==> src/rtl/csa_accumulate_sequencer.sv <==
// rtl/csa_accumulate_sequencer.sv - multi-operand carry-save accumulator with single resolve step
module csa_accumulate_sequencer #(
    parameter int DATA_W  = 16,
    parameter int ACC_W   = 20,
    parameter int MAX_OPS = 16,
    parameter int CNT_W   = 5
) (
    input  logic              clk,
    input  logic              rst_n,
    input  logic              start,
    input  logic [CNT_W-1:0]  op_count,
    input  logic              abort,
    input  logic              in_valid,
    input  logic [DATA_W-1:0] in_data,
    output logic              in_ready,
    output logic              out_valid,
    output logic [ACC_W-1:0]  out_sum,
    input  logic              out_ready,
    output logic              busy,
    output logic              err
);

    typedef enum logic [1:0] {
        IDLE    = 2'd0,
        ACCUM   = 2'd1,
        RESOLVE = 2'd2,
        DONE    = 2'd3
    } state_t;

    state_t             state;
    state_t             state_next;
    logic [ACC_W-1:0]   s_reg;
    logic [ACC_W-1:0]   c_reg;
    logic [ACC_W-1:0]   result;
    logic [CNT_W-1:0]   remaining;

    logic               count_ok;
    logic               job_start;
    logic               bad_start;
    logic               accept;
    logic               last_op;
    logic [ACC_W-1:0]   x_ext;
    logic [ACC_W-1:0]   s_next;
    logic [ACC_W-1:0]   c_next;

    // An op_count of zero or above MAX_OPS is rejected; abort masks any start.
    assign count_ok  = (op_count != '0) && (op_count <= CNT_W'(MAX_OPS));
    assign job_start = (state == IDLE) && start && count_ok && !abort;
    assign bad_start = (state == IDLE) && start && !count_ok && !abort;
    assign accept    = (state == ACCUM) && in_valid;
    assign last_op   = (remaining == CNT_W'(1));

    // One 3:2 compressor row: the new operand is folded into the redundant pair.
    assign x_ext  = ACC_W'(in_data);
    assign s_next = s_reg ^ c_reg ^ x_ext;
    assign c_next = ((s_reg & c_reg) | (s_reg & x_ext) | (c_reg & x_ext)) << 1;

    // State register.
    always_ff @(posedge clk) begin
        if (!rst_n) begin
            state <= IDLE;
        end else begin
            state <= state_next;
        end
    end

    // Next-state logic; abort overrides every other input.
    always_comb begin
        state_next = state;
        if (abort) begin
            state_next = IDLE;
        end else begin
            case (state)
                IDLE:    if (job_start) state_next = ACCUM;
                ACCUM:   if (accept && last_op) state_next = RESOLVE;
                RESOLVE: state_next = DONE;
                DONE:    if (out_ready) state_next = IDLE;
                default: state_next = IDLE;
            endcase
        end
    end

    // Handshake outputs are pure decodes of the registered state.
    always_comb begin
        in_ready  = 1'b0;
        out_valid = 1'b0;
        busy      = 1'b0;
        case (state)
            IDLE:    ;
            ACCUM:   begin in_ready = 1'b1; busy = 1'b1; end
            RESOLVE: busy = 1'b1;
            DONE:    begin out_valid = 1'b1; busy = 1'b1; end
            default: ;
        endcase
    end

    // Datapath: redundant accumulator, operand countdown and resolved result.
    always_ff @(posedge clk) begin
        if (!rst_n || abort) begin
            s_reg     <= '0;
            c_reg     <= '0;
            result    <= '0;
            remaining <= '0;
        end else begin
            if (job_start) begin
                s_reg     <= '0;
                c_reg     <= '0;
                remaining <= op_count;
            end else if (accept) begin
                s_reg     <= s_next;
                c_reg     <= c_next;
                remaining <= remaining - CNT_W'(1);
            end
            if (state == RESOLVE) begin
                result <= s_reg + c_reg;
            end
        end
    end

    // Error pulse registered one cycle after an illegal start.
    always_ff @(posedge clk) begin
        if (!rst_n) begin
            err <= 1'b0;
        end else begin
            err <= bad_start;
        end
    end

    assign out_sum = result;

endmodule

==> config.mk <==
export PLATFORM = sky130hd
export DESIGN_NAME = csa_accumulate_sequencer
export DESIGN_NICKNAME = d
export VERILOG_FILES = /design/src/rtl/csa_accumulate_sequencer.sv
export SDC_FILE = /design/constraint.sdc
export NUM_CORES = 1
export LEC_CHECK = 0
export CORE_UTILIZATION = 55
export CTS_CLUSTER_DIAMETER = 120
export DETAILED_ROUTE_END_ITERATION = 8
export GPL_TIMING_DRIVEN = 0
export HOLD_SLACK_MARGIN = 0.02
export PLACE_DENSITY = 0.88
export SLEW_MARGIN = 30
export SYNTH_ARGS = -nofsm -noshare
export SYNTH_HDL_FRONTEND = slang
export SYNTH_SLANG_ARGS = --single-unit
==> constraint.sdc <==
create_clock -name clk -period 2.9 [get_ports clk]
set_input_delay 0.58 -clock clk [delete_from_list [all_inputs] [get_ports clk]]
set_output_delay 0.58 -clock clk [all_outputs]
set_load 0.01 [all_outputs]
# After elaboration in Yosys (flattened, before gate mapping)
# Cells that the tools add are included.
[classes] n_eq_ne=7 reduce_logical=19 n_bitwise=8 mux=9 n_addsub=2 order_cmp=1
[ops] op="AND 19 x 16 -> 19 bit" n=2
[ops] op="bitwise OR 19 bit" n=2
[ops] op="adder 20 bit" n=1
[ops] op="bitwise XOR 20 x 16 -> 20 bit" n=1
[ops] op="bitwise XOR 20 bit" n=1
[ops] op="AND 19 bit" n=1
[ops] op="two-way mux 5 bit" n=2
[ops] op="logical AND 1 bit" n=8
[ops] op="one-hot mux 2 bit (4 select lines)" n=1
[ops] op="two-way mux 2 bit" n=3
[ops] op="== test 5 x 1 -> 1 bit (second input constant)" n=1
[ops] op="<= comparator 5 bit (second input constant)" n=1
[ops] op="nonzero test 5 bit" n=1
[ops] op="subtractor 5 x 1 -> 5 bit (second input constant)" n=1
[ops] op="== test 2 bit (second input constant)" n=2
[ops] op="!= test 2 bit (second input constant)" n=2
[ops] op="OR reduction 2 bit" n=2
[ops] op="logical NOT 1 bit" n=3
[ops] op="two-way mux 1 bit" n=3
[ops] op="AND reduction 3 bit" n=1
[ops] op="OR reduction 3 bit" n=1
[ops] op="== test 2 x 1 -> 1 bit (second input constant)" n=1
[ops] op="logical NOT 2 bit" n=1
[ops] op="!= test 2 x 1 -> 1 bit (second input constant)" n=1
[ops] op="3 further kinds" n=3
[totals] input_bits=27 word_cells=52 output_inout_bits=24 regBits=67

# Depth between registers and ports, before layout
[depth] ltp_word=6 depth_mapped=9 ltp_nobuf=9

# Worst setup path after synthesis
# OpenSTA, ideal clock, no wires.
[synth_path] path_kind="register -> register" start="register s_reg[1]" end="register result[17], in the netlist out_sum[17]" arrival_ns=1.963 path_slack_ns=0.817 setup_time_ns=0.120 synth_period_minus_slack_ns=2.083 n_path_buf=0 required_time_ns=2.780 stages_incl_launch_ff=10 cell_sequence="dfxtp_1 -> ha_1 -> inv_1 -> fa_1 -> nand2b_1 -> a21oi_1 -> o21ai_1 -> nor3_1 -> a2111oi_0 -> a211o_1"
[synth_via] elab_chain_cells=1
[synth_rtl] item="start: declaration" line_no="32" text="logic [ACC_W-1:0] s_reg;"
[synth_rtl] item="start signal: assignment" line_no="110" text="s_reg <= s_next;"
[synth_rtl] item="adder 20 bit" line_no="115" text="result <= s_reg + c_reg;"
[synth_rtl] item="end signal: assignment" line_no="115"
[synth_rtl] item="end: declaration" line_no="34" text="logic [ACC_W-1:0] result;"
# Every way passes these cells.
# A chain may end at the register's enable or synchronous reset.

# Final worst setup path
# Same ends and word-level chain as after synthesis.

==> flow_summary.ini <==
[outcome]
status = finished, violations left
violations = DRC

[clocking]
cts_resized = 0
clock-root-buffer = clkbuf_8
clock_path_buffers = 2
cts_tree = done
path_clk_slew_ns = 0.07
clock-sinks = 67
post_cts_buffers = 0
hold_buffers = 0
cts_buffers = 9
insertion_delay_ns = 0.35
cts.htree.levels = 3

[sta]
finalCritPeriodShare_pct = 86.26
setup-tns-final_ns = 0
slew_headroom_pct = 55.90
skew_ns = 0.009752
tightestPinTransition_ns = 0.6615
finalHoldViolations = 0
fmax_mhz = 399.8
fin_crit_ns = 2.502
setup_violations = 0
slew_viol_final = 0
rsz0062_at_grt = false

[setup_path]
cp-start-kind = flip-flop
worstPathArrival_ns = 2.75
critPathTopFamily = compound AO/OA/AOI/OAI gates
path_cells = ha_1 -> inv_1 -> fa_1 -> nand2b_1 -> a21oi_1 -> o21ai_1 -> nor3_1 -> a2111oi_0 -> a211o_1
cp_slowest_cell = dfxtp_1
required_ns = 3.15
path_class = reg -> reg
critPathMaxFanout = 5
slowest_delay_ns = 0.40
end_kind = flip-flop
crit_buf_inv = 1

[route]
wl_um = 9316
vias_per_cell = 5.875
vias = 3425
wl_per_cell_um = 15.98
dr.pass1.iters = 9
drcViolationCount = 2
antenna_left = 0
drtIter0Drc = 277

[placed_design]
placed_cell_area_um2 = 4355
detailed_place_hpwl_um = 6790
port_buffers = 50
gp_congestion = 0.8889

[flow_run]
timing.max_cap.violations = 0

[synthesis]
synth-edff-count = 0
synthDistinctLibCells = 46
ys_seq_elements = 67
synth_nets = 509
synthCells = 440
yosysTopAreaCell = dfxtp_1
synth.most_common_cell = nand2_1
synth_warnings = 0
synth_area_per_cell_um2 = 8.542
synthArstFlopShare_pct = 0
synth_area_leaders = dfxtp_1, nand2_1, ha_1
synth_area_um2 = 3759
ys_seq_area_share_pct = 35.69
synth_top_area_share_pct = 35.69
ys_top_cells_by_count = nand2_1, dfxtp_1, a21oi_1
synth_flop_cell = dfxtp_1

[global_route]
grt_max_degree = 12
met3_usage_pct = 5.015
grt_antenna_before_repair = 0
grt_use_total_pct = 27.54
use_met1_pct = 33.29
grt_pass1_vias = 3328
grt_pass1_wl_um = 15360
grt_overflow_total = 0
gr-usage-met2_pct = 46.86
grt_busiest_layer = met2

[min_path]
hold_path_class = reg -> reg

[die]
core_area_um2 = 6459
die_height_um = 84.67
start_util_pct = 58.19
fp.dieW_um = 84.67
fp.dieArea_um2 = 7168
ios = 51
row_count = 29

[finish]
areaGrowthSynthToFinish_pct = 21.07
stdcell_area_um2 = 4551
final.fill_count = 491
finalNetCount = 570
drive_gt1_share_pct = 4.941
diodes = 0

[power_and_ir_drop]
power_density_nw_per_um2 = 402.9
p_leak_nw = 1.646
max-vdd-ir-drop_mv = 0.3099
==> layer usage <==
layer  share of wire [%]  vias to the layer above
li1                    -                     1624
met1                  41                     1632
met2                  50                      139
met3                 6.0                       30
met4                 3.0                        0
met5                   0                        -
==> kinds of logic after synthesis <==
| kind of cell | after synthesis | share of synthesized area [%] |
|---|---|---|
| simple gates | 164 | 18.64 |
| compound gates | 104 | 17.21 |
| flops | 67 | 35.69 |
| fa+ha+maj | 42 | 17.18 |
| buf+inv | 32 | 3.662 |
| xor+xnor | 19 | 4.427 |
| mux | 12 | 3.196 |
==> metrics by stage <==
step	utilization, %	std cells	hold slack (ns)	power [W]	setup WS, ns
finish	70.46	583	0.4533	0.001833	0.3985
global placement	67.44	567	0.4355	0.001065	0.3017
CTS	70.46	583	0.4573	0.001832	0.4445
floorplan	-	440	0.4400	0.001002	0.8173
global route	70.46	583	0.4817	0.001890	0.2500
detailed placement	67.44	567	0.4435	0.001068	0.2785
==> worst min-delay path, delay by kind of cell, from the launching register on <==
kind             cells  cell delay (ns)
AO/OA/AOI/OAI        1             0.05
flip-flops           1             0.33
AND/OR/NAND/NOR      1             0.04
==> final cells by class <==
cell class	instances	area [um^2]	area share [%]
timing repair buffer	50	500.5	11.00
clock inverter	4	50.05	1.100
sequential	67	1341	29.47
buffer	21	96.34	2.117
inverter	11	41.29	0.9073
tap	77	96.34	2.117
clock buffer	12	145.1	3.189
multi-input combinational	341	2280	50.10
==> layout by cell type, fill, tap and decap left out, drive strengths merged, types with 2 or more instances in the layout <==
master,instances
a2111oi,3
a211o,2
a211oi,6
a21o,2
a21oi,57
a31oi,2
buf,7
clkbuf,26
clkdlybuf4s50,50
clkinvlp,2
dfxtp,67
fa,16
ha,26
inv,11
mux2i,12
nand2,102
nand2b,5
nand3,8
nand3b,2
nand4,4
nor2,26
nor2b,3
nor3,6
nor3b,2
nor4,2
o21a,4
o21ai,18
o31ai,3
xnor2,15
xor2,4
==> power breakdown <==
group / internal, W / leakage, nW / switching [W]
clock network: 0.000420 / 0.0926 / 0.000365
registers: 0.000923 / 0.540 / 0.00000392
logic: 0.0000574 / 1.01 / 0.0000636
total: 0.00140 / 1.65 / 0.000433
==> worst paths after layout <==
path	from	to	slack, ns	cells after the start
hold reg to reg	out_sum[13]$_SDFFE_PP0P_	out_sum[13]$_SDFFE_PP0P_	0.45	2
setup reg to reg	s_reg[1]$_SDFFE_PP0P_	out_sum[17]$_SDFFE_PP0P_	0.40	9
hold / removal	out_sum[13]$_SDFFE_PP0P_	out_sum[13]$_SDFFE_PP0P_	0.45	2
setup / recovery	s_reg[1]$_SDFFE_PP0P_	out_sum[17]$_SDFFE_PP0P_	0.40	9
Power figures use the tool's default switching activity.
